`config.mk`:
```
export PLATFORM = sky130hd
export DESIGN_NAME = eclk_switch_seq
export DESIGN_NICKNAME = d
export VERILOG_FILES = /design/src/rtl/eclk_pkg.sv /design/src/rtl/eclk_wait_cnt.sv /design/src/rtl/eclk_switch_seq.sv
export SDC_FILE = /design/constraint.sdc
export NUM_CORES = 1
export LEC_CHECK = 0
export CAP_MARGIN = 20
export CORE_UTILIZATION = 44
export CTS_CLUSTER_DIAMETER = 40
export DETAILED_ROUTE_END_ITERATION = 10
export PLACE_DENSITY_LB_ADDON = 0.2
export RECOVER_POWER = 100
export SLEW_MARGIN = 30
export SYNTH_ARGS = -nofsm -noshare
export SYNTH_HDL_FRONTEND = slang
export SYNTH_SLANG_ARGS = --single-unit
```
`constraint.sdc`:
```
create_clock -name clk -period 3.5 [get_ports clk]
set_input_delay 0.35 -clock clk [delete_from_list [all_inputs] [get_ports clk]]
set_output_delay 0.35 -clock clk [all_outputs]
set_load 0.005 [all_outputs]
```
`src/rtl/eclk_pkg.sv`:
```
// Shared types and width helpers for the edge-clock switch sequencer.
package eclk_pkg;

  typedef enum logic [1:0] {
    IDLE    = 2'd0,
    STOP    = 2'd1,
    SWITCH  = 2'd2,
    RESTART = 2'd3
  } eclk_sw_state_t;

  // Counter width that never collapses to zero bits.
  function automatic int clog2_min1(input int n);
    int w;
    w = $clog2(n);
    return (w < 1) ? 1 : w;
  endfunction

  function automatic int max3(input int a, input int b, input int c);
    int m;
    m = (a > b) ? a : b;
    return (m > c) ? m : c;
  endfunction

endpackage

```
`src/rtl/eclk_wait_cnt.sv`:
```
// Loadable down-counter that parks at zero; shared by every sequencer state.
module eclk_wait_cnt #(
  parameter int W = 3
) (
  input  logic         clk,
  input  logic         rst,
  input  logic         load,
  input  logic [W-1:0] load_val,
  output logic         zero
);

  logic [W-1:0] cnt_r;

  // Load on state entry, otherwise count down and hold at zero.
  always_ff @(posedge clk or posedge rst) begin
    if (rst) begin
      cnt_r <= {W{1'b0}};
    end else if (load) begin
      cnt_r <= load_val;
    end else if (cnt_r != {W{1'b0}}) begin
      cnt_r <= cnt_r - {{(W-1){1'b0}}, 1'b1};
    end else begin
      cnt_r <= cnt_r;
    end
  end

  assign zero = (cnt_r == {W{1'b0}});

endmodule

```
`src/rtl/eclk_switch_seq.sv`:
```
// Glitch-free edge-clock source switch: gate, change select while gated,
// let the mux settle, ungate, then report completion.
module eclk_switch_seq
  import eclk_pkg::*;
#(
  parameter int NUM_SRC        = 2,
  parameter int SEL_W          = $clog2(NUM_SRC),
  parameter int STOP_CYCLES    = 4,
  parameter int SETTLE_CYCLES  = 4,
  parameter int RESTART_CYCLES = 2,
  parameter int RESET_SEL      = 0
) (
  input  logic             clk,
  input  logic             rst,
  input  logic             req_valid,
  input  logic [SEL_W-1:0] req_sel,
  output logic             req_ready,
  output logic [SEL_W-1:0] sel,
  output logic             eclk_stop,
  output logic             busy,
  output logic             done,
  output logic             err
);

  localparam int CNT_W = clog2_min1(max3(STOP_CYCLES, SETTLE_CYCLES, RESTART_CYCLES) + 1);
  localparam logic [CNT_W-1:0] STOP_LD    = CNT_W'(STOP_CYCLES - 1);
  localparam logic [CNT_W-1:0] SETTLE_LD  = CNT_W'(SETTLE_CYCLES - 1);
  localparam logic [CNT_W-1:0] RESTART_LD = (RESTART_CYCLES > 0) ? CNT_W'(RESTART_CYCLES - 1)
                                                                 : {CNT_W{1'b0}};
  localparam logic [SEL_W:0]   NUM_SRC_X  = (SEL_W + 1)'(NUM_SRC);
  localparam logic [SEL_W-1:0] RESET_SEL_L = SEL_W'(RESET_SEL);

  eclk_sw_state_t   state_r;
  logic [SEL_W-1:0] sel_r;
  logic [SEL_W-1:0] pend_r;
  logic             stop_r;
  logic             busy_r;
  logic             done_r;
  logic             err_r;

  logic             zero_s;
  logic             load_s;
  logic [CNT_W-1:0] load_val_s;
  logic             idx_bad_s;
  logic             same_s;

  // Index check is done one bit wider so a power-of-two NUM_SRC compares cleanly.
  assign idx_bad_s = ({1'b0, req_sel} >= NUM_SRC_X);
  assign same_s    = (req_sel == sel_r);

  eclk_wait_cnt #(.W(CNT_W)) u_wait_cnt (
    .clk      (clk),
    .rst      (rst),
    .load     (load_s),
    .load_val (load_val_s),
    .zero     (zero_s)
  );

  // Counter reload value for whichever state is entered on this edge.
  always_comb begin
    load_s     = 1'b0;
    load_val_s = {CNT_W{1'b0}};
    case (state_r)
      IDLE: begin
        if (req_valid && !idx_bad_s && !same_s) begin
          load_s     = 1'b1;
          load_val_s = STOP_LD;
        end else begin
          load_s     = 1'b0;
        end
      end
      STOP: begin
        if (zero_s) begin
          load_s     = 1'b1;
          load_val_s = SETTLE_LD;
        end else begin
          load_s     = 1'b0;
        end
      end
      SWITCH: begin
        if (zero_s) begin
          load_s     = 1'b1;
          load_val_s = RESTART_LD;
        end else begin
          load_s     = 1'b0;
        end
      end
      RESTART: begin
        if (zero_s) begin
          load_s     = 1'b1;
          load_val_s = {CNT_W{1'b0}};
        end else begin
          load_s     = 1'b0;
        end
      end
      default: begin
        load_s     = 1'b1;
        load_val_s = {CNT_W{1'b0}};
      end
    endcase
  end

  // Sequencer state and all registered outputs.
  always_ff @(posedge clk or posedge rst) begin
    if (rst) begin
      state_r <= IDLE;
      sel_r   <= RESET_SEL_L;
      pend_r  <= RESET_SEL_L;
      stop_r  <= 1'b0;
      busy_r  <= 1'b0;
      done_r  <= 1'b0;
      err_r   <= 1'b0;
    end else begin
      done_r <= 1'b0;
      err_r  <= 1'b0;
      case (state_r)
        IDLE: begin
          if (req_valid) begin
            if (idx_bad_s) begin
              err_r <= 1'b1;
            end else if (same_s) begin
              done_r <= 1'b1;
            end else begin
              pend_r  <= req_sel;
              stop_r  <= 1'b1;
              busy_r  <= 1'b1;
              state_r <= STOP;
            end
          end
        end
        STOP: begin
          // The select only moves here, after the full gated hold.
          if (zero_s) begin
            sel_r   <= pend_r;
            state_r <= SWITCH;
          end
        end
        SWITCH: begin
          if (zero_s) begin
            stop_r <= 1'b0;
            if (RESTART_CYCLES == 0) begin
              done_r  <= 1'b1;
              busy_r  <= 1'b0;
              state_r <= IDLE;
            end else begin
              state_r <= RESTART;
            end
          end
        end
        RESTART: begin
          if (zero_s) begin
            done_r  <= 1'b1;
            busy_r  <= 1'b0;
            state_r <= IDLE;
          end
        end
        default: begin
          stop_r  <= 1'b0;
          busy_r  <= 1'b0;
          state_r <= IDLE;
        end
      endcase
    end
  end

  assign req_ready = (state_r == IDLE);
  assign sel       = sel_r;
  assign eclk_stop = stop_r;
  assign busy      = busy_r;
  assign done      = done_r;
  assign err       = err_r;

endmodule

```
# After elaboration in Yosys (flattened, before gate mapping)
# Index checks and enable logic that the tools add are counted.
# totals
regBits	10
latchBits	0
mem_bits_rw	0
rom_bits	0
out_inout_bits	6
elab_cells	55
mem_count	0
# classes
addsub	1
mul	0
div_mod_pow	0
n_lt_le_gt_ge	0
eq_ne	9
shift	0
n_mux	23
n_bitwise	1
n_reduce_logical	14
# ops
operator	n
2-to-1 mux 2 bit	7
one-hot mux 3 bit (4 select lines)	1
2-to-1 mux 1 bit	8
one-hot mux 1 bit (2 select lines)	4
one-hot mux 2 bit (4 select lines)	1
AND reduction 4 bit	2
2-to-1 mux 3 bit	2
!= test 2 x 1 -> 1 bit, second input constant	3
nonzero test 2 bit	3
AND reduction 5 bit	1
equality test 2 bit, second input constant	2
!= test 2 bit, second input constant	2
logical NOT 3 bit	1
AND reduction 3 bit	1
nonzero test 3 bit	1
OR reduction 3 bit	1
subtractor 3 x 1 -> 3 bit, second input constant	1
equality test 2 x 1 -> 1 bit, second input constant	1
logical NOT 2 bit	1
AND reduction 2 bit	1
equality test 1 bit	1
logical AND 1 bit	1
logical NOT 1 bit	1
NOT 1 bit	1

# Longest topological paths before layout
# Gate-level depths: netlist (run 1).
# logic_depth
depth_word	6
mapped_depth	7

# Hierarchy
# From an unflattened synthesis (run 1), not the netlist that was laid out.
# unflattened
cells_unflattened	70
hier_area_um2	680.7
# modules_own_cells
module	instances	cells_per_inst	area_each_um2	seq_area_each_um2
eclk_switch_seq	1	48	476.7	175.2
eclk_wait_cnt	1	22	203.9	75.1

# Worst setup path before layout (run 1)
# OpenSTA, ideal clock, no wires.
# synth_timing
kind	reg2reg
from	register state_r[0]
to	register state_r[1]
setup_time_ns	0.125
arrival_time_ns	1.374
path_slack_ns	2.001
stages_incl_launch_ff	6
synth_period_minus_slack_ns	1.499
cell_sequence	dfrtp_1 > inv_1 > ha_1 > inv_1 > o22a_4 > mux2_4
# synth_between
elab_chain_len	3
word_cells_on_any_way	11
# synth_lines
element	line	rtl
start, declared	eclk_switch_seq.sv:33	eclk_sw_state_t state_r;
start signal, assigned	eclk_switch_seq.sv:106	state_r <= IDLE;
start signal, assigned	eclk_switch_seq.sv:127	state_r <= STOP;
start signal, assigned	eclk_switch_seq.sv:135	state_r <= SWITCH;
logical NOT 2 bit (*)	-	
named net req_ready	eclk_switch_seq.sv:17	output logic req_ready,
!= test 2 bit (no line)	-	
AND reduction 5 bit (no line)	-	
# The timed path passes the listed nets; every way through them passes the cells marked *.
# A chain may end at the register's enable or synchronous reset.

# Worst setup path in the final report (run 1)
# layout_timing
from	register state_r[0]
to	output req_ready
# layout_between
elab_chain_len	1
# layout_lines
element	line	rtl
logical NOT 2 bit	eclk_switch_seq.sv:166	assign req_ready = (state_r == IDLE);
end, declared	eclk_switch_seq.sv:17	
# No other way between the ends.

==> run summary, run 1 <==
dominant cell type by area after synthesis = dfrtp_1
syn nets = 70
final worst slack = 1420 ps
synth unique cells = 26
pin count of the biggest net entering global routing = 11
Hold/Removal Path Class = primary input to asynchronous set/reset pin
Root Driver = clkbuf_4
Place WS = 1450 ps
Setup Fix Bufs, Post-CTS = 0
Pwr Total = 646 uW
routed length per instance = 13.6 um
DP Wirelength = 873 um
vias = 443
critical path arrival = 1730 ps
Post-DRT Antenna Nets = 0
f_max = 480 MHz
clock sink total = 10
core area = 1300 um^2
total negative slack = 0 ps
Multi-input gate area = 304 um^2
H-tree level count = 1
Die Width = 39.3 um
Pwr Density = 902 nW/um^2
GRT busiest layer = met2
critical path class = flop to output pin
top cell type's share of synthesized area = 41.0%
row count = 13
Worst-Skew Late Latency = 260 ps
IO Port Bufs = 8
sequential share of the synthesized area = 41.0%
CTS max path bufs = 2
worst clock skew = 3.28 ps
drt first pass iters = 3
PostCTS Resize Cnt = 0
Starting Density = 46.9%
final hold vios = 0
GRT Residual Overflow = 0
fin crit share = 59.5%
Area growth syn-to-layout = 17.2%
number of max-cap violations = 0
Data required, critical path = 3150 ps
GRT met3 Usage = 5.11%
mapped cell area = 611 um^2
die area = 1540 um^2
CTS tree = built
crit end category = output pin
First DRT Iteration DRCs = 9
#FFs+latches synth = 10
register area = 250 um^2
GRT met2 Usage = 28.7%
status = complete, no violations
RSZ-0062 raised after global routing = no
CP Max Fanout = 7
peak supply drop = 0.472 mV
DR DRC count = 0
Via density = 5.34
cell area after layout = 716 um^2
Total GRT Usage = 18.4%
met1 Use GR = 23.7%
nets = 80
antenna cell count = 0
initial antenna violation count = 0
final RePlAce weighted congestion = 0.706
CTS Hold Bufs = 0
Worst-path clk slew = 70 ps
Placed Area = 683 um^2
share of layout cells above drive strength 1 = 8.82%
Avg Inst Size Synth = 10.3 um^2
CP startpoint kind = flop
YS warnings = 0
Post-Synthesis Cells = 59
post-route minimum period = 2080 ps
worst hold slack = 495 ps
Fill cells = 123
I/O pins = 10
fin. max-slew vios = 0
dominant cells by area after synthesis = dfrtp_1 41%, ha_1 14%, inv_1 4.3%, a21oi_1 4.1%, mux2i_1 3.3%
Die H = 39.3 um
Leak = 0.000327 uW
number of global-route vias before repair = 408
final setup fails = 0
CTS buffer count = 3
Max-Slew Margin vs Limit = 61.6%
worst slew pin tran = 574 ps
first-pass GRT wire length = 1.84 mm
final WL = 1.13 mm
sequential cells by signal, indices dropped and copies added (netlist names):
signal / flops
busy: 1
done: 1
eclk_stop: 1
pend_r: 1
sel: 1
state_r: 2
u_wait_cnt.cnt_r: 3
synth_stat cells:
cell type	number
a211oi_1	1
a21oi_1	5
a31oi_1	1
a32oi_1	1
and2_1	1
buf_4	1
buf_6	1
clkbuf_4	1
conb_1	1
dfrtp_1	10
ha_1	7
inv_1	7
mux2_2	1
mux2_4	1
mux2i_1	2
nand2_1	2
nand3_1	1
nor2_1	4
nor2b_1	2
nor3_1	1
o21ai_1	2
o221ai_1	1
o22a_4	1
o2bb2ai_1	2
o32ai_1	1
xnor2_1	1
cell families after synthesis:
| logic type | after synthesis | synth area share [%] |
|---|---|---|
| xor+xnor | 1 | 1.43 |
| compound gates | 15 | 18.0 |
| flops | 10 | 41.0 |
| other cells | 1 | 0.614 |
| fa+ha+maj | 7 | 14.3 |
| simple gates | 11 | 8.40 |
| buf+inv | 10 | 8.61 |
| mux | 4 | 7.58 |
path summary, 6_finish.rpt:
kind / slack, ps / startpoint / to / depth (start not counted)
worst max-delay path: 1420 / state_r[0] / req_ready / 3
worst min-delay path: 490 / rst / sel / 2
worst max register to register: 1680 / u_wait_cnt.cnt_r[0] / state_r[1] / 5
worst min register to register: 530 / eclk_stop / eclk_stop / 1
max in group asynchronous: 2730 / rst / busy / 2
min in group clk: 530 / eclk_stop / eclk_stop / 1
metal layers:
| metal | share of wire, % | wire (um) |
|---|---|---|
| met3 | 3.9 | 44 |
| met1 | 48 | 535 |
| met4 | 0.44 | 5 |
| met5 | 0 | 0 |
| met2 | 48 | 540 |
stage by stage:
| stage | instances | utilization (%) |
|---|---|---|
| 3_5_place_dp | 79 | 52.5 |
| 6_report | 83 | 55.0 |
| 3_3_place_gp | 79 | 52.5 |
| 5_1_grt | 83 | 55.0 |
| 2_1_floorplan | 59 | - |
| 4_1_cts | 83 | 55.3 |
area by class of cell:
class / count / share of cell area [%]
clock buffers: 4 / 5.07
inverters: 7 / 3.67
multi-input cells: 39 / 42.5
flip-flops and latches: 10 / 35.0
well taps: 15 / 2.62
repair buffers: 8 / 11.2
cell usage in the layout, fill, tap and decap left out, drive strengths merged, types with 2 or more instances in the layout:
cell and count:
a21oi 5, clkbuf 4, dfrtp 10, dlygate4sd3 7
ha 7, inv 7, mux2 2, mux2i 2
nand2 2, nor2 4, nor2b 2, o21ai 2
o2bb2ai 2
power breakdown:
| group | internal, uW | switching (uW) | total [uW] |
|---|---|---|---|
| Clock | 63.1 | 41.3 | 104 |
| Sequential | 166 | 35.7 | 202 |
| Combinational | 163 | 176 | 339 |
| Total | 393 | 253 | 646 |
critical path: stages (launching register included):
cell and delay [ps]:
dfrtp_1 410, inv_1 130, ha_1 300, dlygate4sd3_1 630
No activity file was read; power rests on OpenSTA's default activity.
==> run 2: changes to the inputs <==
==> constraint.sdc (replaced) <==
create_clock -name clk -period 2.1 [get_ports clk]
set_input_delay 0.21 -clock clk [delete_from_list [all_inputs] [get_ports clk]]
set_output_delay 0.21 -clock clk [all_outputs]
set_load 0.005 [all_outputs]
==> run summary, run 2 (synthesis results as in run 1) <==
f_max = 528 MHz
CP max stage delay = 610 ps
final hold vios = 0
Setup Fix Bufs, Post-CTS = 0
RSZ-0062 raised after global routing = no
commonest cells after routing, fill and taps aside = 10 x dfrtp_1, 7 x inv_1, 7 x ha_1, 6 x dlygate4sd3_1, 5 x a21oi_1
worst slew pin tran = 532 ps
critical path arrival = 1690 ps
Pwr Total = 1040 uW
clock sink total = 10
switch share = 40.4%
CTS max path bufs = 2
Worst-path clk slew = 70 ps
Pwr Density = 1470 nW/um^2
slowest library cell on the worst path = dlygate4sd3_1
Hold/Removal Path Class = primary input to asynchronous set/reset pin
PostCTS Resize Cnt = 0
Via density = 5.36
critical-path cell list = inv_1 -> ha_1 -> dlygate4sd3_1
DR DRC count = 0
I/O pins = 10
initial antenna violation count = 0
Layout Cells excl Fill = 83
DP Wirelength = 858 um
number of max-cap violations = 0
final RePlAce weighted congestion = 0.752
First DRT Iteration DRCs = 9
Area growth syn-to-layout = 15.6%
worst path bufs/invs = 2
commonest non-fill, non-tap cell in the layout = dfrtp_1
Total GRT Usage = 20.7%
die area = 1540 um^2
final WL = 1.16 mm
final setup fails = 0
nets = 81
number of global-route vias before repair = 443
drt first pass iters = 4
Place WS = 355 ps
Starting Density = 46.9%
Data required, critical path = 1890 ps
antenna cell count = 0
post-route minimum period = 1900 ps
H-tree level count = 1
final worst slack = 205 ps
worst clock skew = 0.847 ps
total negative slack = 0 ps
row count = 13
CP startpoint kind = flop
Max-Slew Margin vs Limit = 64.5%
Root Driver = clkbuf_4
crit end category = output pin
Die Width = 39.3 um
first-pass GRT wire length = 2.01 mm
Biggest register = u_wait_cnt.cnt_r
routed length per instance = 13.9 um
CTS tree = built
Leak = 0.000320 uW
net switching power = 419 uW
peak supply drop = 0.648 mV
fin crit share = 90.2%
Largest regs = u_wait_cnt.cnt_r: 3 flops, state_r: 2 flops
cell-internal power = 619 uW
Seq pwr share = 32.3%
flip-flop count of the largest register after layout = 3
CTS buffer count = 3
core area = 1300 um^2
Worst-Skew Late Latency = 270 ps
share of layout cells above drive strength 1 = 7.35%
Clk pwr share = 13.0%
Fill cells = 122
Logic pwr share = 54.7%
status = complete, no violations
critical path class = flop to output pin
Post-DRT Antenna Nets = 0
Cells after DPL = 80
GRT Residual Overflow = 0
cell family with most CP delay = buffers and inverters
pin count of the biggest net entering global routing = 11
IO Port Bufs = 8
fin. max-slew vios = 0
CTS Hold Bufs = 0
Die H = 39.3 um
vias = 445
CP Max Fanout = 7
[run 2: cell count changes in the layout (fill, tap and decap cells not counted), sizes merged]
cell | previous run | this run
clkdlybuf4s50 | 1 | 2
dlygate4sd3 | 7 | 6
[run 2: metal layers]
layer | part of all wire, % | global-route usage, % | vias up
li1 | - | - | 220
met1 | 47 | 25.2 | 213
met2 | 48 | 33.8 | 7
met3 | 3.5 | 5.11 | 5
met4 | 1.7 | 10.3 | 0
met5 | 0 | 0 | -
[run 2: stage by stage]
stage / utilization, % / area [um^2] / hold WS [ps]
2_1_floorplan: - / 611 / 50.2
3_3_place_gp: 53.1 / 691 / 513
3_5_place_dp: 53.1 / 691 / 510
4_1_cts: 54.8 / 713 / 234
5_1_grt: 54.2 / 706 / 400
6_report: 54.2 / 706 / 357
[run 2: layout make-up]
cell class	count	area, um^2	area share [%]
multi-input cells	39	304	43.1
flip-flops and latches	10	250	35.5
repair buffers	9	83.8	11.9
inverters	7	26.3	3.72
clock buffers	3	22.5	3.19
well taps	15	18.8	2.66
[run 2: final timing paths]
check / slack, ps / startpoint / to / cells past startpoint
worst max-delay path: 200 / state_r[0] / req_ready / 3
worst min-delay path: 360 / rst / pend_r / 2
worst max register to register: 310 / u_wait_cnt.cnt_r[0] / state_r[1] / 5
worst min register to register: 530 / eclk_stop / eclk_stop / 1
max in group asynchronous: 1470 / rst / sel / 2
min in group clk: 530 / eclk_stop / eclk_stop / 1
[run 2: power by group through the flow]
stage	sequential (uW)	combinational, uW	clock [uW]
6_report	335	568	135
5_1_grt	347	641	148
4_1_cts	337	613	134
3_5_place_dp	339	611	0
3_3_place_gp	337	591	0
2_1_floorplan	328	462	0
